[src/rtl/execute_operand_stage_if.sv]
// ALU operation type and the decode/memory/writeback/ALU bundle around execute_operand_stage.
// Data width comes from `BIT_COUNT, which defaults to 32 when the build does not set it.
`timescale 1ns/1ps
`ifndef BIT_COUNT
`define BIT_COUNT 32
`endif

package alu_types_pkg;
    typedef enum logic [3:0] {
        ALU_ADD = 4'd0,
        ALU_SUB = 4'd1,
        ALU_AND = 4'd2,
        ALU_OR  = 4'd3,
        ALU_XOR = 4'd4,
        ALU_SLT = 4'd5,
        ALU_SLL = 4'd6,
        ALU_SRL = 4'd7
    } aluOperation;
endpackage

interface execute_operand_stage_if #(
    parameter int REG_ADDR_WIDTH = 5
);
    import alu_types_pkg::*;

    logic                      decode_valid;
    logic                      decode_ready;
    aluOperation               decode_alu_op;
    logic [REG_ADDR_WIDTH-1:0] decode_rs1_addr;
    logic [REG_ADDR_WIDTH-1:0] decode_rs2_addr;
    logic [`BIT_COUNT-1:0]     decode_rs1_data;
    logic [`BIT_COUNT-1:0]     decode_rs2_data;
    logic [`BIT_COUNT-1:0]     decode_imm;
    logic                      decode_use_imm;
    logic [REG_ADDR_WIDTH-1:0] decode_rd_addr;
    logic                      decode_reg_write;
    logic                      decode_is_load;
    logic                      flush;
    logic                      pipe_stall;
    logic [REG_ADDR_WIDTH-1:0] memory_rd_addr;
    logic                      memory_reg_write;
    logic                      memory_is_load;
    logic [`BIT_COUNT-1:0]     memory_result;
    logic [REG_ADDR_WIDTH-1:0] writeback_rd_addr;
    logic                      writeback_reg_write;
    logic [`BIT_COUNT-1:0]     writeback_result;
    aluOperation               alu_op;
    logic [`BIT_COUNT-1:0]     alu_op_a;
    logic [`BIT_COUNT-1:0]     alu_op_b;
    logic                      execute_valid;
    logic [REG_ADDR_WIDTH-1:0] execute_rd_addr;
    logic                      execute_reg_write;
    logic                      execute_is_load;

    modport slave (
        input  decode_valid, decode_alu_op, decode_rs1_addr, decode_rs2_addr,
               decode_rs1_data, decode_rs2_data, decode_imm, decode_use_imm,
               decode_rd_addr, decode_reg_write, decode_is_load, flush, pipe_stall,
               memory_rd_addr, memory_reg_write, memory_is_load, memory_result,
               writeback_rd_addr, writeback_reg_write, writeback_result,
        output decode_ready, alu_op, alu_op_a, alu_op_b, execute_valid,
               execute_rd_addr, execute_reg_write, execute_is_load
    );

    modport master (
        output decode_valid, decode_alu_op, decode_rs1_addr, decode_rs2_addr,
               decode_rs1_data, decode_rs2_data, decode_imm, decode_use_imm,
               decode_rd_addr, decode_reg_write, decode_is_load, flush, pipe_stall,
               memory_rd_addr, memory_reg_write, memory_is_load, memory_result,
               writeback_rd_addr, writeback_reg_write, writeback_result,
        input  decode_ready, alu_op, alu_op_a, alu_op_b, execute_valid,
               execute_rd_addr, execute_reg_write, execute_is_load
    );
endinterface

[src/rtl/execute_operand_stage.sv]
// Decode/execute pipeline register with RAW hazard handling feeding the ALU.
// FORWARDING_EN: forward from memory/writeback and stall only on load-use; otherwise stall on any RAW.
`timescale 1ns/1ps
`ifndef BIT_COUNT
`define BIT_COUNT 32
`endif

module execute_operand_stage
    import alu_types_pkg::*;
#(
    parameter int REG_ADDR_WIDTH = 5
) (
    input logic                    clk,
    input logic                    reset_n,
    execute_operand_stage_if.slave bus
);
    localparam int W = `BIT_COUNT;

    logic                      ex_valid;
    aluOperation               ex_alu_op;
    logic [W-1:0]              ex_rs1_data;
    logic [W-1:0]              ex_rs2_data;
    logic [W-1:0]              ex_imm;
    logic                      ex_use_imm;
    logic [REG_ADDR_WIDTH-1:0] ex_rd_addr;
    logic                      ex_reg_write;
    logic                      ex_is_load;
`ifdef FORWARDING_EN
    logic [REG_ADDR_WIDTH-1:0] ex_rs1_addr;
    logic [REG_ADDR_WIDTH-1:0] ex_rs2_addr;
    logic                      mem_fwd;
    logic                      wb_fwd;
`endif
    logic                      hazard;
    logic [W-1:0]              op_a;
    logic [W-1:0]              op_b;

    // x0 is never a real producer; rs2 only counts when the immediate is not used.
    function automatic logic src_match(input logic [REG_ADDR_WIDTH-1:0] rd,
                                       input logic [REG_ADDR_WIDTH-1:0] rs1,
                                       input logic [REG_ADDR_WIDTH-1:0] rs2,
                                       input logic                      use_imm);
        return (rd != '0) && ((rd == rs1) || (!use_imm && (rd == rs2)));
    endfunction

    always_comb begin
`ifdef FORWARDING_EN
        hazard = ex_valid && ex_is_load &&
                 src_match(ex_rd_addr, bus.decode_rs1_addr, bus.decode_rs2_addr, bus.decode_use_imm);
`else
        hazard = (ex_valid && ex_reg_write &&
                  src_match(ex_rd_addr, bus.decode_rs1_addr, bus.decode_rs2_addr, bus.decode_use_imm)) ||
                 (bus.memory_reg_write &&
                  src_match(bus.memory_rd_addr, bus.decode_rs1_addr, bus.decode_rs2_addr, bus.decode_use_imm)) ||
                 (bus.writeback_reg_write &&
                  src_match(bus.writeback_rd_addr, bus.decode_rs1_addr, bus.decode_rs2_addr, bus.decode_use_imm));
`endif
    end

    assign bus.decode_ready = !bus.pipe_stall && !hazard;

    always_ff @(posedge clk or negedge reset_n) begin
        if (!reset_n) begin
            ex_valid     <= 1'b0;
            ex_alu_op    <= ALU_ADD;
            ex_rs1_data  <= '0;
            ex_rs2_data  <= '0;
            ex_imm       <= '0;
            ex_use_imm   <= 1'b0;
            ex_rd_addr   <= '0;
            ex_reg_write <= 1'b0;
            ex_is_load   <= 1'b0;
`ifdef FORWARDING_EN
            ex_rs1_addr  <= '0;
            ex_rs2_addr  <= '0;
`endif
        end else if (bus.flush) begin
            ex_valid <= 1'b0;
        end else if (bus.pipe_stall) begin
            ex_valid <= ex_valid;
        end else if (hazard) begin
            ex_valid <= 1'b0;
        end else begin
            ex_valid     <= bus.decode_valid;
            ex_alu_op    <= bus.decode_alu_op;
            ex_rs1_data  <= bus.decode_rs1_data;
            ex_rs2_data  <= bus.decode_rs2_data;
            ex_imm       <= bus.decode_imm;
            ex_use_imm   <= bus.decode_use_imm;
            ex_rd_addr   <= bus.decode_rd_addr;
            ex_reg_write <= bus.decode_reg_write;
            ex_is_load   <= bus.decode_is_load;
`ifdef FORWARDING_EN
            ex_rs1_addr  <= bus.decode_rs1_addr;
            ex_rs2_addr  <= bus.decode_rs2_addr;
`endif
        end
    end

`ifdef FORWARDING_EN
    // A load's memory-stage result is an address, not the loaded data, so it must not forward.
    assign mem_fwd = bus.memory_reg_write && (bus.memory_rd_addr != '0) && !bus.memory_is_load;
    assign wb_fwd  = bus.writeback_reg_write && (bus.writeback_rd_addr != '0);
`endif

    always_comb begin
        op_a = ex_rs1_data;
        op_b = ex_rs2_data;
`ifdef FORWARDING_EN
        if (mem_fwd && (bus.memory_rd_addr == ex_rs1_addr)) begin
            op_a = bus.memory_result;
        end else if (wb_fwd && (bus.writeback_rd_addr == ex_rs1_addr)) begin
            op_a = bus.writeback_result;
        end
        if (mem_fwd && (bus.memory_rd_addr == ex_rs2_addr)) begin
            op_b = bus.memory_result;
        end else if (wb_fwd && (bus.writeback_rd_addr == ex_rs2_addr)) begin
            op_b = bus.writeback_result;
        end
`endif
    end

    assign bus.alu_op            = ex_alu_op;
    assign bus.alu_op_a          = op_a;
    assign bus.alu_op_b          = ex_use_imm ? ex_imm : op_b;
    assign bus.execute_valid     = ex_valid;
    assign bus.execute_rd_addr   = ex_rd_addr;
    assign bus.execute_reg_write = ex_reg_write && ex_valid;
    assign bus.execute_is_load   = ex_is_load && ex_valid;
endmodule

[src/flat_wrapper.sv]
// flat-port wrapper written by rule: the top's interface ports become plain ports
module execute_operand_stage_flat import alu_types_pkg::*;
#(
    parameter int REG_ADDR_WIDTH = 5
)
  (clk, reset_n, bus_decode_valid, bus_decode_alu_op, bus_decode_rs1_addr, bus_decode_rs2_addr, bus_decode_rs1_data, bus_decode_rs2_data, bus_decode_imm, bus_decode_use_imm, bus_decode_rd_addr, bus_decode_reg_write, bus_decode_is_load, bus_flush, bus_pipe_stall, bus_memory_rd_addr, bus_memory_reg_write, bus_memory_is_load, bus_memory_result, bus_writeback_rd_addr, bus_writeback_reg_write, bus_writeback_result, bus_decode_ready, bus_alu_op, bus_alu_op_a, bus_alu_op_b, bus_execute_valid, bus_execute_rd_addr, bus_execute_reg_write, bus_execute_is_load);
  execute_operand_stage_if #(.REG_ADDR_WIDTH(REG_ADDR_WIDTH)) bus_i ();
  input logic clk;
  input logic reset_n;
  input wire logic [$bits(bus_i.decode_valid)-1:0] bus_decode_valid;
  input wire logic [$bits(bus_i.decode_alu_op)-1:0] bus_decode_alu_op;
  input wire logic [$bits(bus_i.decode_rs1_addr)-1:0] bus_decode_rs1_addr;
  input wire logic [$bits(bus_i.decode_rs2_addr)-1:0] bus_decode_rs2_addr;
  input wire logic [$bits(bus_i.decode_rs1_data)-1:0] bus_decode_rs1_data;
  input wire logic [$bits(bus_i.decode_rs2_data)-1:0] bus_decode_rs2_data;
  input wire logic [$bits(bus_i.decode_imm)-1:0] bus_decode_imm;
  input wire logic [$bits(bus_i.decode_use_imm)-1:0] bus_decode_use_imm;
  input wire logic [$bits(bus_i.decode_rd_addr)-1:0] bus_decode_rd_addr;
  input wire logic [$bits(bus_i.decode_reg_write)-1:0] bus_decode_reg_write;
  input wire logic [$bits(bus_i.decode_is_load)-1:0] bus_decode_is_load;
  input wire logic [$bits(bus_i.flush)-1:0] bus_flush;
  input wire logic [$bits(bus_i.pipe_stall)-1:0] bus_pipe_stall;
  input wire logic [$bits(bus_i.memory_rd_addr)-1:0] bus_memory_rd_addr;
  input wire logic [$bits(bus_i.memory_reg_write)-1:0] bus_memory_reg_write;
  input wire logic [$bits(bus_i.memory_is_load)-1:0] bus_memory_is_load;
  input wire logic [$bits(bus_i.memory_result)-1:0] bus_memory_result;
  input wire logic [$bits(bus_i.writeback_rd_addr)-1:0] bus_writeback_rd_addr;
  input wire logic [$bits(bus_i.writeback_reg_write)-1:0] bus_writeback_reg_write;
  input wire logic [$bits(bus_i.writeback_result)-1:0] bus_writeback_result;
  output wire logic [$bits(bus_i.decode_ready)-1:0] bus_decode_ready;
  output wire logic [$bits(bus_i.alu_op)-1:0] bus_alu_op;
  output wire logic [$bits(bus_i.alu_op_a)-1:0] bus_alu_op_a;
  output wire logic [$bits(bus_i.alu_op_b)-1:0] bus_alu_op_b;
  output wire logic [$bits(bus_i.execute_valid)-1:0] bus_execute_valid;
  output wire logic [$bits(bus_i.execute_rd_addr)-1:0] bus_execute_rd_addr;
  output wire logic [$bits(bus_i.execute_reg_write)-1:0] bus_execute_reg_write;
  output wire logic [$bits(bus_i.execute_is_load)-1:0] bus_execute_is_load;
  assign bus_i.decode_valid = bus_decode_valid;
  assign bus_i.decode_alu_op = bus_decode_alu_op;
  assign bus_i.decode_rs1_addr = bus_decode_rs1_addr;
  assign bus_i.decode_rs2_addr = bus_decode_rs2_addr;
  assign bus_i.decode_rs1_data = bus_decode_rs1_data;
  assign bus_i.decode_rs2_data = bus_decode_rs2_data;
  assign bus_i.decode_imm = bus_decode_imm;
  assign bus_i.decode_use_imm = bus_decode_use_imm;
  assign bus_i.decode_rd_addr = bus_decode_rd_addr;
  assign bus_i.decode_reg_write = bus_decode_reg_write;
  assign bus_i.decode_is_load = bus_decode_is_load;
  assign bus_i.flush = bus_flush;
  assign bus_i.pipe_stall = bus_pipe_stall;
  assign bus_i.memory_rd_addr = bus_memory_rd_addr;
  assign bus_i.memory_reg_write = bus_memory_reg_write;
  assign bus_i.memory_is_load = bus_memory_is_load;
  assign bus_i.memory_result = bus_memory_result;
  assign bus_i.writeback_rd_addr = bus_writeback_rd_addr;
  assign bus_i.writeback_reg_write = bus_writeback_reg_write;
  assign bus_i.writeback_result = bus_writeback_result;
  assign bus_decode_ready = bus_i.decode_ready;
  assign bus_alu_op = bus_i.alu_op;
  assign bus_alu_op_a = bus_i.alu_op_a;
  assign bus_alu_op_b = bus_i.alu_op_b;
  assign bus_execute_valid = bus_i.execute_valid;
  assign bus_execute_rd_addr = bus_i.execute_rd_addr;
  assign bus_execute_reg_write = bus_i.execute_reg_write;
  assign bus_execute_is_load = bus_i.execute_is_load;
  execute_operand_stage #(.REG_ADDR_WIDTH(REG_ADDR_WIDTH)) u_core (.clk(clk), .reset_n(reset_n), .bus(bus_i));
endmodule
[config.mk]
export PLATFORM = sky130hd
export DESIGN_NAME = execute_operand_stage_flat
export DESIGN_NICKNAME = d
export VERILOG_FILES = /design/src/rtl/execute_operand_stage_if.sv /design/src/rtl/execute_operand_stage.sv /design/src/flat_wrapper.sv
export SDC_FILE = /design/constraint.sdc
export NUM_CORES = 1
export LEC_CHECK = 0
export BUFFER_PORTS_ARGS = -buffer_cell sky130_fd_sc_hd__buf_2
export CAP_MARGIN = 0
export CORE_MARGIN = 5
export CORE_UTILIZATION = 35
export CTS_BUF_LIST = sky130_fd_sc_hd__clkbuf_4 sky130_fd_sc_hd__clkbuf_8 sky130_fd_sc_hd__clkbuf_16
export DETAILED_ROUTE_END_ITERATION = 10
export PLACE_DENSITY = 0.66
export RECOVER_POWER = 25
export REMOVE_ABC_BUFFERS = 1
export SETUP_SLACK_MARGIN = 0.5
export SYNTH_ARGS = -nofsm -noshare
export SYNTH_HDL_FRONTEND = slang
export SYNTH_SLANG_ARGS = --single-unit
[constraint.sdc]
create_clock -name clk -period 2.8 [get_ports clk]
set_input_delay 0.42 -clock clk [delete_from_list [all_inputs] [get_ports clk]]
set_output_delay 0.42 -clock clk [all_outputs]
set_load 0.01 [all_outputs]
==> run_results.csv, run 1 <==
group,metric,value,unit
final_layout,num_antenna_cells,0,
drt,vias,3499,
clock_tree,cts-root-buf,"clkbuf_16",
drt,drc_errors,0,
clock_tree,cts_tree,"built",
clock_tree,hold_buffers,0,
grt,grt_usage,0.1502,
sta,rsz0062_at_grt,"true",
logic_synthesis,synth-seq-area-share,0.5656,
min_path,min_from,"bus_decode_rs2_data[16]",
drt,vias_per_cell,4.800,
pwr,p_leak,0.003164,uW
logic_synthesis,synth_enable_flop_cells,0,
worst_setup_path,r2r_start,"u_core.bus.execute_rd_addr[2]",
clock_tree,cts_made_buffers,9,
worst_setup_path,reg2reg_setup_slack,0.36,ns
grt,antenna_found_initial,0,
place,dpl.hpwl,8483,um
floorplan,die_x,127.4,um
final_layout,drive_above_1_share,0.6799,
grt,grt_pass1_vias,3873,
worst_setup_path,crit_required,3.02,ns
logic_synthesis,yosysTopAreaCell,"dfrtp_1",
final_layout,fin_cells,729,
sta,hold_violations,0,
final_layout,design_area,0.006779,sq mm
floorplan,pin_count,277,
logic_synthesis,synth-seq-cells,109,
pwr,powerDensity,659.1,mW/mm^2
run,maxCapViolations,1,
final_layout,nets,748,
drt,detail-route-antenna-nets,0,
sta,drv_slew,34,
floorplan,core,0.01340,sq mm
logic_synthesis,synthArstFlopShare,1.000,
floorplan,die_y,127.4,um
clock_tree,h-tree-depth,3,
pwr,ir_drop,0.4203,mV
clock_tree,clk_latency,0.34,ns
logic_synthesis,ys_types,24,
clock_tree,clkTransAtPathRegs,0.07,ns
floorplan,initial_utilization,0.3599,
drt,drtIter0Drc,111,
grt,gr-total-overflow,0,
sta,fin_worst_skew,0.009148,ns
logic_synthesis,synth_common_cells,"120 x mux2_2, 109 x dfrtp_1, 24 x xnor2_1",
grt,grt_max_degree,47,
logic_synthesis,synth_ff_type,"dfrtp_1",
worst_setup_path,cp-start-kind,"flop",
outcome,status,"finished, violations left",
place,port_buffers,211,
floorplan,rows,42,
logic_synthesis,synth_warnings,0,
sta,final_min_period_over_clock_period,0.8706,
worst_setup_path,path_class,"reg2reg",
logic_synthesis,synth.most_common_cell,"mux2_2",
place,dp_cells,699,
clock_tree,cts_buffer_depth,2,
clock_tree,clock-sinks,109,
worst_setup_path,cp.arrival,2.66,ns
worst_setup_path,cp_max_fo,7,
logic_synthesis,syn_inst,321,
sta,worstMarginPinSlew,1.826,ns
place,gp_congestion,0.8639,
sta,finalSetupViolations,0,
logic_synthesis,avgSynthCellArea,15.02,sq um
place,place_area,0.006108,sq mm
logic_synthesis,ys_top_cells_by_area,"dfrtp_1 57%, mux2_2 28%, mux2_1 4.7%",
drt,routedWlPerCell,16.84,um
grt,grt_pass1_wl,19320,um
sta,setup_tns,0,ns
final_layout,syn2layout_area_growth,40.58,%
outcome,violations,"max-capacitance violations, max-slew violations",
worst_setup_path,end_kind,"flop",
drt,routed_wl,12270,um
floorplan,dieArea,0.01622,sq mm
logic_synthesis,synth_top_area_frac,0.5656,
sta,max_slew_margin,-0.2174,
worst_setup_path,startpoint,"u_core.bus.execute_rd_addr[2]",
sta,min_period,2.438,ns
logic_synthesis,syn-cell-area,0.004822,sq mm
min_path,hold_path_class,"in2reg",
sta,max_freq,410.2,MHz
drt,drtPass1Iterations,4,
## area by class of cell
cell class,instances,area [sq um]
timing repair buffer,231,1389
sequential,109,2733
clock inverter,4,47.55
tap,176,220.2
fill,1187,6621
multi-input combinational,196,2132
inverter,1,3.754
clock buffer,12,254.0
## critical path: stages, from the launching register on
cell,delay (ns)
dfrtp_2,0.41
or4_4,0.55
o21ai_4,0.19
o22ai_4,0.10
nor4_4,0.22
buf_6,0.23
buf_12,0.14
buf_16,0.13
mux2_2,0.33
## metrics by stage
stage          setup WS [ns]  power (uW)  utilization  hold slack, ns
6_report              0.3622        4468       0.5059          0.2920
5_1_grt               0.3142        4721       0.5059          0.2825
4_1_cts               0.3363        4494       0.4962         0.01880
3_5_place_dp          0.1081        3112       0.4558          0.3958
3_3_place_gp          0.1174        3066       0.4558          0.3892
2_1_floorplan         -2.474        2620            -          0.1244
## cells in the final DEF, fill, tap and decap left out, types with 2 or more instances in the layout
cell,count
mux2_4,20
buf_16,5
nand2_1,2
mux2_1,20
buf_4,7
dfrtp_1,105
mux2_2,100
clkbuf_16,11
nand4_1,3
clkinv_2,2
buf_6,3
and2_1,2
xnor2_1,23
nand3_1,3
buf_12,3
o32a_1,2
dfrtp_2,4
clkbuf_4,2
buf_2,210
or4_1,2
xor2_1,6
## flip-flops by register name, indices dropped and copies added, names as in the netlist
name                        flops
u_core.bus.alu_op_a            32
u_core.ex_imm                  32
u_core.ex_rs2_data             32
u_core.ex_reg_write             1
u_core.bus.execute_rd_addr      5
u_core.bus.execute_valid        1
u_core.bus.alu_op               4
u_core.ex_is_load               1
u_core.ex_use_imm               1
## final timing paths
path	end	cells after the start
max	u_core.bus.execute_rd_addr[3]	8
min	u_core.ex_rs2_data[16]	2
max reg2reg	u_core.bus.execute_rd_addr[3]	8
min reg2reg	u_core.ex_rs2_data[13]	1
max in group asynchronous	u_core.ex_rs2_data[30]	2
min in group asynchronous	u_core.bus.alu_op_a[17]	1
## timing repair
| item | in CTS | in global routing |
|---|---|---|
| endpoints found under the setup margin | 130 | 130 |
| gates resized for setup | 18 | 21 |
| cloned | 4 | 2 |
| buffers inserted | 7 | 1 |
| pin swaps | 5 | 6 |
## routing by layer
layer  global-route usage  vias up  part of all wire
met1               0.1776     1747              0.40
met5                    0        -                 0
met2               0.2558      133              0.49
met4              0.06183        0             0.023
met3              0.04382       20             0.085
li1                     -     1599                 -
## cell families (layout without fill, tap and decap cells)
group                  after synthesis  in the layout  share of synthesized area
AO/OA/AOI/OAI                        8              8                    0.01168
buffers and inverters               16            248                    0.01634
multiplexers                       140            140                     0.3269
XOR/XNOR                            30             30                    0.05449
flip-flops                         109            109                     0.5656
AND/OR/NAND/NOR                     18             18                    0.02491
## where the power goes
part	total (uW)	internal [uW]	switching [uW]
Sequential	2000	1850	149
Combinational	1190	685	507
Clock	1280	736	544
Power figures use the tool's default switching activity.
==> run 2: changes to the inputs <==
--- a/config.mk
+++ b/config.mk
@@ -12,7 +12,6 @@
 export CTS_BUF_LIST = sky130_fd_sc_hd__clkbuf_4 sky130_fd_sc_hd__clkbuf_8 sky130_fd_sc_hd__clkbuf_16
 export DETAILED_ROUTE_END_ITERATION = 10
 export PLACE_DENSITY = 0.66
-export RECOVER_POWER = 25
 export REMOVE_ABC_BUFFERS = 1
 export SETUP_SLACK_MARGIN = 0.5
 export SYNTH_ARGS = -nofsm -noshare
==> run 2 against run 1 <==
  * The run now ends clean
  * Register-to-register slack hardly changed
  * Core utilization about the same
  * Flip-flop and latch count stayed put
  * Die area did not move
  * Fmax about the same
  * Clock skew is essentially flat
  * Non-clock buffer count unchanged
  * Clock power barely moved
  * Largest power group unchanged
==> run_results.csv, run 2 (same netlist as run 1, synthesis figures left out) <==
group,metric,value,unit
outcome,status,"finished, final reports clean",
worst_setup_path,max_stage_delay,0.55,ns
sta,max_slew_margin,0.7003,
floorplan,rows,42,
place,gp_congestion,0.8639,
sta,drv_slew,0,
pwr,p_leak,0.003168,uW
place,dpl.hpwl,8483,um
sta,fin_worst_skew,0.009350,ns
grt,use_met1,0.1776,
drt,drtPass1Iterations,4,
grt,use_met3,0.04382,
pwr,p_total,4471,uW
pwr,ir_drop,0.4201,mV
place,dp_cells,699,
floorplan,dieArea,0.01622,sq mm
place,port_buffers,211,
grt,use_met2,0.2558,
clock_tree,clkTransAtPathRegs,0.07,ns
grt,grt_usage,0.1502,
drt,routedWlPerCell,16.89,um
drt,vias,3487,
clock_tree,cts_buffer_depth,2,
final_layout,post-route-util,0.5062,
worst_setup_path,path_cells,"or4_4, o21ai_4, o22ai_4, nor4_4, buf_6, buf_12, buf_16, mux2_2",
floorplan,core,0.01340,sq mm
worst_setup_path,cp_slowest_cell,"or4_4",
final_layout,fin_cells,729,
worst_setup_path,path_class,"reg2reg",
clock_tree,hold_buffers,0,
grt,grt_pass1_wl,19320,um
sta,finalSetupViolations,0,
clock_tree,clock-sinks,109,
sta,min_period,2.436,ns
worst_setup_path,cp.arrival,2.65,ns
drt,drtIter0Drc,109,
grt,antenna_found_initial,0,
sta,hold_violations,0,
drt,drc_errors,0,
worst_setup_path,cp-start-kind,"flop",
worst_setup_path,end_kind,"flop",
final_layout,drive_above_1_share,0.6817,
worst_setup_path,crit_required,3.02,ns
final_layout,num_antenna_cells,0,
sta,rsz0062_at_grt,"true",
drt,vias_per_cell,4.783,
final_layout,nets,748,
final_layout,syn2layout_area_growth,40.66,%
clock_tree,cts_made_buffers,9,
drt,routed_wl,12310,um
grt,grt_pass1_vias,3873,
sta,max_freq,410.4,MHz
floorplan,pin_count,277,
final_layout,final_common_cell,"buf_2",
run,maxCapViolations,0,
grt,grt_max_degree,47,
clock_tree,cts-root-buf,"clkbuf_16",
clock_tree,cts_tree,"built",
pwr,powerDensity,659.1,mW/mm^2
grt,gr-total-overflow,0,
floorplan,die_y,127.4,um
sta,worstMarginPinSlew,0.4496,ns
sta,holdWs,0.02035,ns
clock_tree,clk_latency,0.34,ns
sta,final_min_period_over_clock_period,0.8701,
floorplan,initial_utilization,0.3599,
grt,top_usage_layer,"met2",
floorplan,die_x,127.4,um
drt,detail-route-antenna-nets,0,
worst_setup_path,cp_max_fo,7,
final_layout,most-common-layout-cells,"210 x buf_2, 105 x dfrtp_1, 100 x mux2_2",
min_path,hold_path_class,"in2async",
clock_tree,h-tree-depth,3,
## run 2: layer usage
layer	vias to the layer above	share of wire
li1	1603	-
met1	1733	0.40
met2	132	0.49
met3	19	0.085
met4	0	0.023
met5	-	0
## run 2: final timing paths
kind / start / endpoint / slack (ns) / cells after the start
max reg2reg: u_core.bus.execute_rd_addr[2] / u_core.bus.execute_rd_addr[3] / 0.36 / 8
min: reset_n / u_core.bus.alu_op_a[17] / 0.02 / 1
max in group asynchronous: reset_n / u_core.ex_rs2_data[30] / 2.02 / 2
min reg2reg: u_core.ex_rs2_data[13] / u_core.ex_rs2_data[13] / 0.49 / 1
min in group clk: bus_decode_rs2_data[16] / u_core.ex_rs2_data[16] / 0.29 / 2
max: u_core.bus.execute_rd_addr[2] / u_core.bus.execute_rd_addr[3] / 0.36 / 8
## run 2: worst max-delay path: cells and delay by family, from the launching register on
family / cells / cell delay (ns)
AOI/OAI and AO/OA: 2 / 0.29
muxes: 1 / 0.33
and+or+nand+nor: 2 / 0.77
buffers and inverters: 3 / 0.50
DFF: 1 / 0.41
## run 2: timing repair
action                                  4_1_cts  5_1_grt
pin swaps                                     5        6
buffers inserted                              7        1
gates resized for setup                      18       21
endpoints found under the hold margin         0        0
gates cloned                                  4        2
endpoints found under the setup margin      130      130
## run 2: cell type report
cell class                      count  area [sq um]
Sequential cell                   109          2733
Clock buffer                       12         254.0
Inverter                            1         3.754
Tap cell                          176         220.2
Clock inverter                      4         47.55
Multi-Input combinational cell    196          2132
Timing Repair Buffer              231          1393
Fill cell                        1187          6618
## run 2: where the power goes
group | internal [uW] | switching (uW)
registers | 1850 | 149
logic | 686 | 508
clock network | 736 | 546
## run 2: through the flow
step                area (sq um)  worst slack (ns)  setup TNS, ns
floorplan                   4747            -2.474        -264.73
detailed placement          6108            0.1081              0
CTS                         6649            0.3363              0
global route                6783            0.3142              0
global placement            6108            0.1174              0
finish                      6783            0.3636              0
